<file path="src/rtl/seq_mux_if.sv">
// Channel bank, select controls and valid/ready output stage of seq_mux.
// The master drives the channels and controls. The slave is the mux itself.
interface seq_mux_if #(
  parameter int NUM_INP = 32,
  parameter int WIDTH   = 2
);
  localparam int SEL_W = $clog2(NUM_INP);

  logic [NUM_INP*WIDTH-1:0] inp;
  logic [SEL_W-1:0]         sel;
  logic                     mode;
  logic                     in_valid;
  logic                     scan_start;
  logic [SEL_W-1:0]         scan_last;
  logic                     out_valid;
  logic                     out_ready;
  logic [WIDTH-1:0]         out;
  logic [SEL_W-1:0]         out_ch;
  logic                     sel_err;
  logic                     busy;

  modport master (
    output inp, sel, mode, in_valid, scan_start, scan_last, out_ready,
    input  out_valid, out, out_ch, sel_err, busy
  );

  modport slave (
    input  inp, sel, mode, in_valid, scan_start, scan_last, out_ready,
    output out_valid, out, out_ch, sel_err, busy
  );
endinterface

</file>
<file path="src/rtl/seq_mux.sv">
// Registered N-to-1 channel selector with a valid/ready output stage.
// Direct mode loads one selected channel per request; scan mode streams channels 0..last.
module seq_mux #(
  parameter int NUM_INP = 32,
  parameter int WIDTH   = 2
) (
  input  logic      clk,
  input  logic      reset,
  seq_mux_if.slave  bus
);
  localparam int SEL_W = $clog2(NUM_INP);
  localparam logic [SEL_W:0]   NUM_INP_C = (SEL_W+1)'(NUM_INP);
  localparam logic [SEL_W-1:0] LAST_MAX  = SEL_W'(NUM_INP - 1);

  typedef enum logic {IDLE, SCAN} state_t;

  state_t           state_q, state_d;
  logic [SEL_W-1:0] ptr_q, ptr_d;
  logic [SEL_W-1:0] last_q, last_d;
  logic [WIDTH-1:0] out_q, out_d;
  logic [SEL_W-1:0] out_ch_q, out_ch_d;
  logic             sel_err_q, sel_err_d;
  logic             out_valid_q, out_valid_d;
  logic             busy_q, busy_d;

  logic             can_load;
  logic             sel_ok;
  logic [SEL_W-1:0] mux_idx;
  logic [WIDTH-1:0] mux_data;

  assign can_load = !out_valid_q || bus.out_ready;
  assign sel_ok   = {1'b0, bus.sel} < NUM_INP_C;
  assign mux_idx  = (state_q == SCAN) ? ptr_q : bus.sel;

  // An index with no matching channel selects zero.
  always_comb begin
    mux_data = '0;
    for (int k = 0; k < NUM_INP; k++) begin
      if (mux_idx == SEL_W'(k)) begin
        mux_data = bus.inp[k*WIDTH +: WIDTH];
      end
    end
  end

  always_comb begin
    state_d     = state_q;
    ptr_d       = ptr_q;
    last_d      = last_q;
    out_d       = out_q;
    out_ch_d    = out_ch_q;
    sel_err_d   = sel_err_q;
    out_valid_d = out_valid_q;
    busy_d      = busy_q;

    if (out_valid_q && bus.out_ready) begin
      out_valid_d = 1'b0;
    end

    case (state_q)
      IDLE: begin
        if (bus.mode) begin
          if (bus.scan_start) begin
            state_d = SCAN;
            ptr_d   = '0;
            last_d  = (bus.scan_last > LAST_MAX) ? LAST_MAX : bus.scan_last;
            busy_d  = 1'b1;
          end
        end else if (bus.in_valid && can_load) begin
          out_d       = sel_ok ? mux_data : '0;
          out_ch_d    = bus.sel;
          sel_err_d   = !sel_ok;
          out_valid_d = 1'b1;
        end
      end
      SCAN: begin
        if (can_load) begin
          out_d       = mux_data;
          out_ch_d    = ptr_q;
          sel_err_d   = 1'b0;
          out_valid_d = 1'b1;
          if (ptr_q == last_q) begin
            state_d = IDLE;
            busy_d  = 1'b0;
          end else begin
            ptr_d = ptr_q + 1'b1;
          end
        end
      end
      default: begin
        state_d = IDLE;
        busy_d  = 1'b0;
      end
    endcase
  end

  always_ff @(posedge clk or posedge reset) begin
    if (reset) begin
      state_q     <= IDLE;
      ptr_q       <= '0;
      last_q      <= '0;
      out_q       <= '0;
      out_ch_q    <= '0;
      sel_err_q   <= 1'b0;
      out_valid_q <= 1'b0;
      busy_q      <= 1'b0;
    end else begin
      state_q     <= state_d;
      ptr_q       <= ptr_d;
      last_q      <= last_d;
      out_q       <= out_d;
      out_ch_q    <= out_ch_d;
      sel_err_q   <= sel_err_d;
      out_valid_q <= out_valid_d;
      busy_q      <= busy_d;
    end
  end

  assign bus.out       = out_q;
  assign bus.out_ch    = out_ch_q;
  assign bus.sel_err   = sel_err_q;
  assign bus.out_valid = out_valid_q;
  assign bus.busy      = busy_q;
endmodule

</file>
<file path="src/flat_wrapper.sv">
// flat-port wrapper written by rule: the top's interface ports become plain ports
module seq_mux_flat 
#(
  parameter int NUM_INP = 32,
  parameter int WIDTH   = 2
)
  (clk, reset, bus_inp, bus_sel, bus_mode, bus_in_valid, bus_scan_start, bus_scan_last, bus_out_ready, bus_out_valid, bus_out, bus_out_ch, bus_sel_err, bus_busy);
  seq_mux_if #(.NUM_INP(NUM_INP), .WIDTH(WIDTH)) bus_i ();
  input  logic clk;
  input  logic reset;
  input wire logic [$bits(bus_i.inp)-1:0] bus_inp;
  input wire logic [$bits(bus_i.sel)-1:0] bus_sel;
  input wire logic [$bits(bus_i.mode)-1:0] bus_mode;
  input wire logic [$bits(bus_i.in_valid)-1:0] bus_in_valid;
  input wire logic [$bits(bus_i.scan_start)-1:0] bus_scan_start;
  input wire logic [$bits(bus_i.scan_last)-1:0] bus_scan_last;
  input wire logic [$bits(bus_i.out_ready)-1:0] bus_out_ready;
  output wire logic [$bits(bus_i.out_valid)-1:0] bus_out_valid;
  output wire logic [$bits(bus_i.out)-1:0] bus_out;
  output wire logic [$bits(bus_i.out_ch)-1:0] bus_out_ch;
  output wire logic [$bits(bus_i.sel_err)-1:0] bus_sel_err;
  output wire logic [$bits(bus_i.busy)-1:0] bus_busy;
  assign bus_i.inp = bus_inp;
  assign bus_i.sel = bus_sel;
  assign bus_i.mode = bus_mode;
  assign bus_i.in_valid = bus_in_valid;
  assign bus_i.scan_start = bus_scan_start;
  assign bus_i.scan_last = bus_scan_last;
  assign bus_i.out_ready = bus_out_ready;
  assign bus_out_valid = bus_i.out_valid;
  assign bus_out = bus_i.out;
  assign bus_out_ch = bus_i.out_ch;
  assign bus_sel_err = bus_i.sel_err;
  assign bus_busy = bus_i.busy;
  seq_mux #(.NUM_INP(NUM_INP), .WIDTH(WIDTH)) u_core (.clk(clk), .reset(reset), .bus(bus_i));
endmodule
</file>
<file path="config.mk">
export PLATFORM = sky130hd
export DESIGN_NAME = seq_mux_flat
export DESIGN_NICKNAME = d
export VERILOG_FILES = /design/src/rtl/seq_mux_if.sv /design/src/rtl/seq_mux.sv /design/src/flat_wrapper.sv
export SDC_FILE = /design/constraint.sdc
export NUM_CORES = 1
export LEC_CHECK = 0
export ABC_AREA = 1
export CELL_PAD_IN_SITES_DETAIL_PLACEMENT = 1
export CELL_PAD_IN_SITES_GLOBAL_PLACEMENT = 1
export CORE_MARGIN = 2
export CORE_UTILIZATION = 26
export DETAILED_ROUTE_END_ITERATION = 10
export GPL_TIMING_DRIVEN = 0
export PLACE_DENSITY_LB_ADDON = 0.1
export SYNTH_ARGS = -nofsm -noshare
export SYNTH_HDL_FRONTEND = slang
export SYNTH_SLANG_ARGS = --single-unit
</file>
<file path="constraint.sdc">
create_clock -name clk -period 3.3 [get_ports clk]
set_clock_uncertainty 0.15 [all_clocks]
set_input_delay 0.66 -clock clk [delete_from_list [all_inputs] [get_ports clk]]
set_output_delay 0.66 -clock clk [all_outputs]
set_load 0.005 [all_outputs]
</file>
==> implementation parameters, run 1 <==
Parameter                              Value

Yosys
  Adder-Cell Fraction of Synth Area    0.00675
  Mean post-synth cell area    5.81 sq um
  Share of synthesized area spent on multiplexers    0
  Post-Synth Simple-Gate Area    0.491
  Post-Syn Instances    319
  Largest family of logic cells by synthesized area    simple AND/OR/NAND/NOR gates
  Post-synth design cell area    0.00185 sq mm
  Xor and xnor area share after synthesis    0.00472
  Compound-gate portion of the synthesized area    0.103
  Synth warnings    0
  Number of storage elements in the synthesis netlist    20
  Number of distinct library cell variants in the gate-level netlist after synthesis    31
  Proportion of synthesized chip area in sequential cells    0.270
  Net count after synthesis    400

Worst hold path
  Hold path endpoint    u_core.bus.out[1]
  Hold path cells    2
  Hold Crit Start    u_core.bus.out[1]
  Type of the tightest min-delay check    reg -> reg

Critical path
  Critical register-to-register path endpoint    u_core.bus.out[1]
  Largest fanout on the critical path    10
  FF-to-FF path depth    25
  Category of cells accounting for the largest share of critical-path delay    simple AND/OR/NAND/NOR gates
  Req. time, crit path    3.30 ns
  Worst path max stage delay    0.45 ns
  Critical Path Most Common Cell    nand2_1
  Worst Setup End Kind    flip-flop
  Crit path buf inv count    2
  Kind of start point of the critical path    flip-flop
  Worst path slowest cell    dfrtp_1
  Reg-to-reg setup timing slack    0.43 ns
  Beginning of the worst register-to-register path    u_core.state_q
  Critical path class    reg -> reg
  WP data arrival    around 2.9 ns

Power
  Areal power density over the cells    744 mW/mm^2
  PnR Total Power    0.00225 W
  Leakage power figure    1.40 nW
  Peak ir drop on the vdd network    369 uV

Route
  Wire length on met3    303 microns
  Violation count after the first detailed-routing iteration    45
  Vias post-DR    2248
  Pre-antenna DRT Iters    4
  Routed metal-1 wire length    2910 microns
  ANT nets after route    0
  Routed wl met2    3200 microns
  Via/cell ratio    4.41
  Highest Signal Layer    met4
  Total DRC errors in the routed layout    0
  Final routed wirelength across all metal layers    6450 microns
  Routed wire per std cell    12.6 microns

Clock network
  Hold Buf Count CTS    0
  CTS Buf Count    3
  Maximum level of the CTS H-tree    1
  CTS clock-pin slew for the worst setup and hold paths    0.08 ns
  CTS tree    built
  Insertion delay to the later sink of the worst-skew pair    about 0.26 ns
  Master cell of the clock root buffer    clkbuf_8
  Count of clock tree sinks    20
  CTS max path bufs    2

Layout
  Fillers    918
  Growth of design area from synthesis to finish    63.0%
  Fraction of final layout cells sized beyond drive strength 1    0.111
  Fraction of the core area covered by cells at the end of the flow    0.442
  Diode count    0
  Net count of the finished layout    496

GRT
  Number of antenna violations at the first check in global routing    0
  Aggregate global routing overflow    0
  Pin count of the biggest net entering global routing    21
  Total Routing Usage GR    0.166
  First-pass GRT wire length    10400 microns
  Vias in the first global route    2317

STA
  Worst-case headroom to the max-slew limit    0.483
  Share of the clock period used by the worst path after layout    0.870
  Worst Max-Slew Pin Slew    0.775 ns
  Post-layout min period    2.87 ns
  Fin. max-slew vios    0
  Final Hold Fails    0
  Final setup fails    0
  Unrepaired setup endpoints after global routing    no
  F_max    0.348 GHz

Placement
  Count of port buffers added during placement    88
  HPWL Detailed    5420 microns
  Final estimated routing congestion in global placement    roughly 0.83

Die
  Die Height    approximately 88 microns
  Area of the die    between 0.007 and 0.008 sq mm
  Top-level port count    90
  Row count    30
  Core Box Area    0.00683 sq mm
  Chip width    88.5 microns
  Initial core utilization    0.271

Run status
  Outcome    finished, final reports clean

Run
  Count of maximum capacitance violations    0
[Yosys cell counts (all sizes together)]
cell type	count	area (sq um)
nand2	121	497
nor2	51	204
inv	48	183
dfrtp	20	500
nand3	17	85.1
o21ai	17	96.3
a21oi	10	53.8
nand4	9	56.3
buf	4	37.5
nor3	4	20.0
a31oi	2	12.5
and3	2	12.5
clkbuf	2	7.51
nor3b	2	15.0
o22ai	2	12.5
or2	2	12.5
a2111oi	1	8.76
conb	1	3.75
ha	1	12.5
nand3b	1	7.51
o31ai	1	7.51
xor2	1	8.76
[state kept, by name, indices dropped and copies added, names as in the netlist]
register / cells
u_core.bus.out_valid: 1
u_core.bus.out_ch: 5
u_core.ptr_q: 5
u_core.bus.out: 2
u_core.state_q: 1
u_core.bus.busy: 1
u_core.last_q: 5
[power by group]
group	switching, W	internal [W]
logic	0.000933	0.000631
registers	0.0000813	0.000358
clock network	0.0000850	0.000162
total	0.00110	0.00115
[layer usage]
layer	track usage	vias up
li1	-	1176
met4	0.0248	0
met3	0.0187	4
met1	0.207	1016
met2	0.313	52
met5	0	-
[timing repair]
item | 4_1_cts | 5_1_grt
setup buffers | 0 | 3
gates resized for setup | 0 | 20
setup endpoints to repair | 0 | 2
[placed cells by master (no fill, tap or decap), drive strengths merged, types with 7 or more instances in the layout]
cell type      instances
a21oi                 10
buf                    7
clkdlybuf4s50         83
dfrtp                 20
inv                   48
nand2                121
nand3                 17
nand4                  9
nor2                  51
o21ai                 17
[cell families after synthesis]
kind of cell / count (synthesis)
AO/OA/AOI/OAI: 33
XOR/XNOR: 1
adder cells (fa/ha/maj): 1
buffers and inverters: 54
flip-flops: 20
other: 1
AND/OR/NAND/NOR: 209
[worst register-to-register path, cell delays in order (launching register included)]
cell and delay, ns:
dfrtp_1 0.45, buf_6 0.18, nand2_1 0.10, nand2_2 0.09
nand2_2 0.11, inv_2 0.06, nand2_2 0.10, nor2_4 0.05
a21oi_2 0.12, nand3_1 0.09, nand2_1 0.08, nand4_1 0.07
nand2_1 0.09, nand4_1 0.07, nand2_1 0.07, nand3_1 0.07
nand2_1 0.07, nand4_1 0.07, nand2_1 0.07, nand3_1 0.07
nand2_1 0.07, nand4_1 0.08, nor2_1 0.12, nand4_1 0.12
nand2_1 0.10, nand2_1 0.05
[cell type report]
class	count	area, sq um	area share
clock inverter	1	30.0	0.00994
sequential	20	500	0.166
multi-input combinational	245	1180	0.392
inverter	48	185	0.0613
buffer	6	45.0	0.0149
timing repair buffer	91	916	0.303
tap	96	120	0.0398
clock buffer	3	41.3	0.0137
[how the worst max path moves through the flow]
stage | from | to | slack, ns | depth (start not counted)
after floorplan | bus_sel[3] | u_core.bus.out[1] | 0.82 | 24
after global placement | bus_sel[1] | u_core.bus.out[1] | -0.07 | 26
after detailed placement | bus_sel[1] | u_core.bus.out[1] | -0.10 | 26
after CTS | bus_sel[3] | u_core.bus.out[0] | 0.17 | 25
after global routing | u_core.state_q | u_core.bus.out[1] | 0.05 | 25
final | u_core.state_q | u_core.bus.out[1] | 0.43 | 25
[per-stage QoR]
stage / cell area, sq um / setup TNS (ns) / hold slack (ns) / worst slack [ns] / cells
2_1_floorplan: 1850 / 0 / 0.304 / 0.823 / 319
3_3_place_gp: 2860 / -0.127 / 0.320 / -0.0725 / 503
3_5_place_dp: 2860 / -0.191 / 0.320 / -0.102 / 503
4_1_cts: 2930 / 0 / 0.347 / 0.172 / 507
5_1_grt: 3020 / 0 / 0.376 / 0.0458 / 510
6_report: 3020 / 0 / 0.337 / 0.430 / 510
No activity file was read; power rests on OpenSTA's default activity.
==> run 2, diff against run 1 <==
CAP_MARGIN = 20   (was default)
CORE_MARGIN = default   (was 2)
==> run 2 against run 1 <==
Maximum frequency decreased by 3.3%. Core utilization is 0.90 points higher. Worst setup slack got worse by 0.099 ns. Clock power decreased by 3%. Critical endpoint unchanged. Largest cell class unchanged. Highest routed layer unchanged.
==> implementation parameters, run 2 (same netlist as run 1, synthesis figures left out) <==
Parameter                              Value

Power
  Net switching power of the design    about 0.0011 W
  Comb pwr share    0.708
  Areal power density over the cells    755 mW/mm^2
  Clock group share of total power    0.103
  Switching part of the total    0.484
  Leakage power figure    1.44 nW
  Cell internal power dissipation    0.00120 W
  Share of power burned in registers    0.189
  Peak ir drop on the vdd network    around 440 uV

Critical path
  Critical path class    in -> reg
  Worst Setup End Kind    flip-flop
  Critical Path Most Common Cell    nand2_1
  Worst path slowest cell    clkdlybuf4s50_1
  Largest fanout on the critical path    10
  Category of cells accounting for the largest share of critical-path delay    simple AND/OR/NAND/NOR gates
  Cells along the critical path    clkdlybuf4s50_1 -> o21ai_4 -> buf_6 -> nand3_1 -> nand2_1 -> nor2_1 -> nand3_1 -> nand2_1 -> nand4_1 -> nand2_1 -> nand4_1 -> nand2_1 -> nand3_1 -> nand2_1 -> nand4_1 -> nand2_1 -> nand3_1 -> nand2_1 -> nand4_1 -> nor2_1 -> nand4_1 -> nand2_1 -> nand2_1
  Kind of start point of the critical path    input port
  Reg-to-reg setup timing slack    0.45 ns
  Worst path max stage delay    0.53 ns
  Req. time, crit path    3.30 ns
  Crit path buf inv count    2
  WP data arrival    between 2 and 3 ns

GRT
  Number of antenna violations at the first check in global routing    0
  First-pass GRT wire length    10500 microns
  Vias in the first global route    2309
  Total Routing Usage GR    0.176
  Aggregate global routing overflow    0
  Pin count of the biggest net entering global routing    21

STA
  Total Negative Setup Slacks    0 ns
  Unrepaired setup endpoints after global routing    no
  Post-layout worst setup margin    0.331 ns
  Final setup fails    0
  Post-layout min period    2.97 ns
  Fin. max-slew vios    0
  Worst Max-Slew Pin Slew    a little under 0.8 ns
  Share of the clock period used by the worst path after layout    0.900
  F_max    0.337 GHz
  Final Hold Fails    0
  Worst-case headroom to the max-slew limit    0.485

Clock network
  Master cell of the clock root buffer    clkbuf_8
  CTS Buf Count    3
  Count of clock tree sinks    20
  Maximum level of the CTS H-tree    1
  CTS clock-pin slew for the worst setup and hold paths    0.07 ns
  CTS max path bufs    2
  Insertion delay to the later sink of the worst-skew pair    0.26 ns
  CTS tree    built

Layout
  Commonest non-fill, non-tap cell in the layout    nand2_1
  Fraction of final layout cells sized beyond drive strength 1    0.137
  Commonest cells after routing, fill and taps aside    nand2_1, clkdlybuf4s50_1, nor2_1, inv_1, dfrtp_1
  Number of cells in the finished layout apart from fillers    between 500 and 600
  Net count of the finished layout    about 500
  Growth of design area from synthesis to finish    66.3%
  Fraction of the core area covered by cells at the end of the flow    0.451
  Diode count    0
  Fillers    931

Route
  Final routed wirelength across all metal layers    around 6500 microns
  Violation count after the first detailed-routing iteration    32
  Pre-antenna DRT Iters    4
  Via/cell ratio    4.45
  Routed wire per std cell    approximately 13 microns
  Vias post-DR    2282
  ANT nets after route    0
  Total DRC errors in the routed layout    0

Die
  Row count    30
  Die Height    approximately 86 microns
  Chip width    86.5 microns
  Initial core utilization    0.271
  Core Box Area    just under 0.007 sq mm
  Area of the die    0.00747 sq mm
  Top-level port count    90

Placement
  Count of port buffers added during placement    88
  HPWL Detailed    5390 microns
  Dpl ws    -0.0682 ns
  Post-placement cell count    503
  Final estimated routing congestion in global placement    0.810

Run status
  Outcome    finished, final reports clean

Worst hold path
  Type of the tightest min-delay check    reg -> reg

Run
  Count of maximum capacitance violations    0
## run 2: cell count changes in the layout (fill, tap and decap cells not counted), sizes merged
cell           delta
clkdlybuf4s50     +1
buf               +3
dlymetal6s2s      -1
## run 2: worst reg2reg max path: stages (launching register included)
cell and delay [ns]:
dfrtp_1 0.45, buf_6 0.18, nand2_1 0.11, nand2_2 0.10
nand2_4 0.10, inv_1 0.06, nand2_2 0.09, nor2_1 0.07
a21oi_1 0.15, nand4_1 0.09, nand2_1 0.09, nand4_1 0.08
nand2_1 0.08, nand3_1 0.06, nand2_1 0.08, nand3_2 0.07
nand2_2 0.08, nand3_2 0.06, nand2_2 0.06, nand4_1 0.06
nand2_1 0.08, nand3_2 0.06, nand2_2 0.06, nand4_1 0.09
nor2_1 0.12, nor2_1 0.05
## run 2: power by group through the flow
stage | logic, W | clock network, W | registers, W
after floorplan | 0.000970 | 0 | 0.000432
after global placement | 0.00141 | 0 | 0.000443
after detailed placement | 0.00144 | 0 | 0.000446
after CTS | 0.00145 | 0.000249 | 0.000441
after global routing | 0.00187 | 0.000261 | 0.000456
final | 0.00165 | 0.000239 | 0.000440
## run 2: through the flow
| stage | hold WS [ns] | cell area, sq um | total power, W |
|---|---|---|---|
| after floorplan | 0.304 | 1850 | 0.00140 |
| after global placement | 0.319 | 2860 | 0.00185 |
| after detailed placement | 0.329 | 2860 | 0.00188 |
| after CTS | 0.352 | 2930 | 0.00214 |
| after global routing | 0.388 | 3080 | 0.00259 |
| final | 0.349 | 3080 | 0.00233 |
## run 2: path summary, 6_finish.rpt
kind	startpoint	to	cells after the start
worst max-delay path	bus_sel[4]	u_core.bus.out[1]	23
worst min-delay path	u_core.bus.out[1]	u_core.bus.out[1]	2
worst max register to register	u_core.state_q	u_core.bus.out[0]	25
worst min register to register	u_core.bus.out[1]	u_core.bus.out[1]	2
max in group asynchronous	reset	u_core.bus.out_ch[0]	2
min in group asynchronous	reset	u_core.ptr_q[2]	2
## run 2: layout make-up
| cell class | count | area, sq um | area share |
|---|---|---|---|
| clock inverter | 1 | 30.0 | 0.00974 |
| sequential | 20 | 500 | 0.162 |
| inverter | 48 | 183 | 0.0593 |
| timing repair buffer | 94 | 936 | 0.304 |
| multi-input combinational | 245 | 1230 | 0.398 |
| clock buffer | 3 | 41.3 | 0.0134 |
| tap | 96 | 120 | 0.0390 |
| buffer | 6 | 45.0 | 0.0146 |
## run 2: repair_timing
action | 4_1_cts | 5_1_grt
setup endpoints to repair | 0 | 2
resized for setup | 0 | 28
buffers inserted | 0 | 6
hold buffers | 0 | 0
## run 2: routing by layer
metal | routed length, microns | track usage | up-vias
met4 | 43 | 0.0364 | 0
met3 | 266 | 0.0181 | 4
met5 | 0 | 0 | -
met1 | 2970 | 0.220 | 1044
li1 | - | - | 1184
met2 | 3260 | 0.324 | 50
==> run 3, diff against run 2 <==
PLACE_DENSITY = 0.84   (was default)
PLACE_DENSITY_LB_ADDON = default   (was 0.1)
==> run 3 against run 2 <==
Via count rose by 3.6%. Clock power rose by 4%. Cell count fell by 0.58%. Sequential cell count did not move. Sequential power rose by 3%. First-iteration DRC count rose by 47%. Die area did not move. Critical endpoint unchanged. Register-to-register slack got worse by 0.04 ns.
==> implementation parameters, run 3 (same netlist as run 1, synthesis figures left out) <==
Parameter                              Value

Die
  Chip width    86.5 microns
  Top-level port count    90
  Initial core utilization    0.271
  Area of the die    approximately 0.0075 sq mm
  Core Box Area    0.00683 sq mm
  Row count    30
  Die Height    86.5 microns

GRT
  Pin count of the biggest net entering global routing    21
  Total Routing Usage GR    0.181
  Aggregate global routing overflow    0
  First-pass GRT wire length    11000 microns
  Vias in the first global route    2434
  Number of antenna violations at the first check in global routing    0

Power
  Peak ir drop on the vdd network    about 370 uV
  Areal power density over the cells    751 mW/mm^2
  Leakage power figure    1.40 nW

Worst hold path
  Type of the tightest min-delay check    reg -> reg

STA
  Fin. max-slew vios    0
  Unrepaired setup endpoints after global routing    no
  Share of the clock period used by the worst path after layout    0.888
  Post-layout min period    approximately 2.9 ns
  Worst Max-Slew Pin Slew    slightly below 0.8 ns
  Total Negative Setup Slacks    0 ns
  Final setup fails    0
  Worst-case headroom to the max-slew limit    0.481
  Worst hold slack    0.358 ns
  F_max    ~0.34 GHz
  Final Hold Fails    0

Critical path
  Beginning of the worst register-to-register path    u_core.state_q
  Req. time, crit path    3.30 ns
  Critical register-to-register path endpoint    u_core.bus.out[0]
  Cells along the critical path    clkdlybuf4s50_1 -> o21ai_4 -> inv_4 -> nor2_2 -> nand2_1 -> nand2_1 -> nand4_1 -> nand2_1 -> nand4_1 -> nand2_1 -> nand3_1 -> nand2_1 -> nand4_1 -> nand2_1 -> nand3_1 -> nand2_1 -> nand4_1 -> nor2_1 -> nand4_1 -> nand2_1 -> nand2_1
  Reg-to-reg setup timing slack    0.41 ns
  Worst path max stage delay    0.44 ns
  Crit path buf inv count    2
  WP data arrival    2.93 ns
  Kind of start point of the critical path    input port
  Stages on the worst setup path    21
  Critical Path Most Common Cell    nand2_1
  Largest fanout on the critical path    8
  Startpoint of the worst setup timing path    bus_sel[4]
  Critical Path End    u_core.bus.out[1]
  FF-to-FF path depth    25
  Critical path class    in -> reg
  Category of cells accounting for the largest share of critical-path delay    simple AND/OR/NAND/NOR gates
  Worst path slowest cell    clkdlybuf4s50_1
  Worst Setup End Kind    flip-flop

Route
  Final routed wirelength across all metal layers    6870 microns
  Pre-antenna DRT Iters    4
  Via/cell ratio    around 4.6
  Routed wire per std cell    ~13 microns
  Vias post-DR    2365
  ANT nets after route    0
  Total DRC errors in the routed layout    0
  Violation count after the first detailed-routing iteration    47

Layout
  Diode count    0
  Net count of the finished layout    496
  Number of cells in the finished layout apart from fillers    510
  Commonest cells after routing, fill and taps aside    nand2_1, clkdlybuf4s50_1, nor2_1, inv_1, dfrtp_1
  Growth of design area from synthesis to finish    62.6%
  Fillers    915
  Fraction of final layout cells sized beyond drive strength 1    0.109
  Fraction of the core area covered by cells at the end of the flow    0.441
  Commonest non-fill, non-tap cell in the layout    nand2_1

Clock network
  Master cell of the clock root buffer    clkbuf_8
  CTS Buf Count    3
  Maximum level of the CTS H-tree    1
  Insertion delay to the later sink of the worst-skew pair    between 0.2 and 0.3 ns
  Hold Buf Count CTS    0
  CTS tree    built
  CTS max path bufs    2
  Count of clock tree sinks    20
  CTS clock-pin slew for the worst setup and hold paths    0.09 ns

Placement
  Final estimated routing congestion in global placement    0.816
  HPWL Detailed    5610 microns
  Count of port buffers added during placement    88
  Post-placement cell count    503

Run status
  Outcome    finished, final reports clean

Run
  Count of maximum capacitance violations    0
-- run 3: cell count changes in the layout (fill, tap and decap cells not counted), sizes merged --
cell  delta
buf      -3
-- run 3: where the power goes --
part / internal (W) / leakage, nW / switching [W]
combinational: 0.000626 / 1.12 / 0.000937
clock: 0.000162 / 0.0357 / 0.0000866
sequential: 0.000358 / 0.247 / 0.0000948
total: 0.00115 / 1.40 / 0.00112
-- run 3: layer usage --
| metal | up-vias | global-route usage | share of wire |
|---|---|---|---|
| met5 | - | 0 | 0 |
| met1 | 1115 | 0.237 | 0.46 |
| li1 | 1179 | - | - |
| met3 | 2 | 0.0152 | 0.045 |
| met2 | 69 | 0.331 | 0.49 |
| met4 | 0 | 0.0227 | 0.0017 |
-- run 3: per-stage QoR --
step,area (sq um),total power (W),setup WS [ns]
2_1_floorplan,1850,0.00140,0.823
5_1_grt,3020,0.00249,0.0656
3_5_place_dp,2860,0.00189,-0.0964
4_1_cts,2930,0.00215,0.170
3_3_place_gp,2860,0.00183,0.0136
6_report,3020,0.00226,0.369
-- run 3: how the worst min path moves through the flow --
stage / startpoint / end / slack [ns] / depth (start not counted)
3_5_place_dp: u_core.bus.out_ch[1] / u_core.bus.out_ch[1] / 0.34 / 2
6_report: u_core.last_q[2] / u_core.last_q[2] / 0.36 / 2
3_3_place_gp: u_core.bus.out_ch[2] / u_core.bus.out_ch[2] / 0.33 / 2
5_1_grt: u_core.last_q[2] / u_core.last_q[2] / 0.39 / 2
4_1_cts: u_core.bus.out_ch[1] / u_core.bus.out_ch[1] / 0.37 / 2
2_1_floorplan: u_core.last_q[3] / u_core.last_q[3] / 0.30 / 2
-- run 3: worst min-delay path, cell delays in order (launching register included) --
cell and delay [ns]:
dfrtp_1 0.37, nand2_1 0.06, nand2_1 0.05
-- run 3: final cells by class --
type                            count  area [sq um]  share of cell area
Buffer                              6          45.0              0.0149
Clock inverter                      1          30.0             0.00996
Tap cell                           96           120              0.0398
Multi-Input combinational cell    245          1180               0.392
Timing Repair Buffer               91           913               0.303
Sequential cell                    20           500               0.166
Clock buffer                        3          41.3              0.0137
Inverter                           48           183              0.0606
-- run 3: repair_timing --
action	in CTS	in global routing
gates resized for setup	0	17
setup endpoints to repair	0	2
setup buffers	0	3
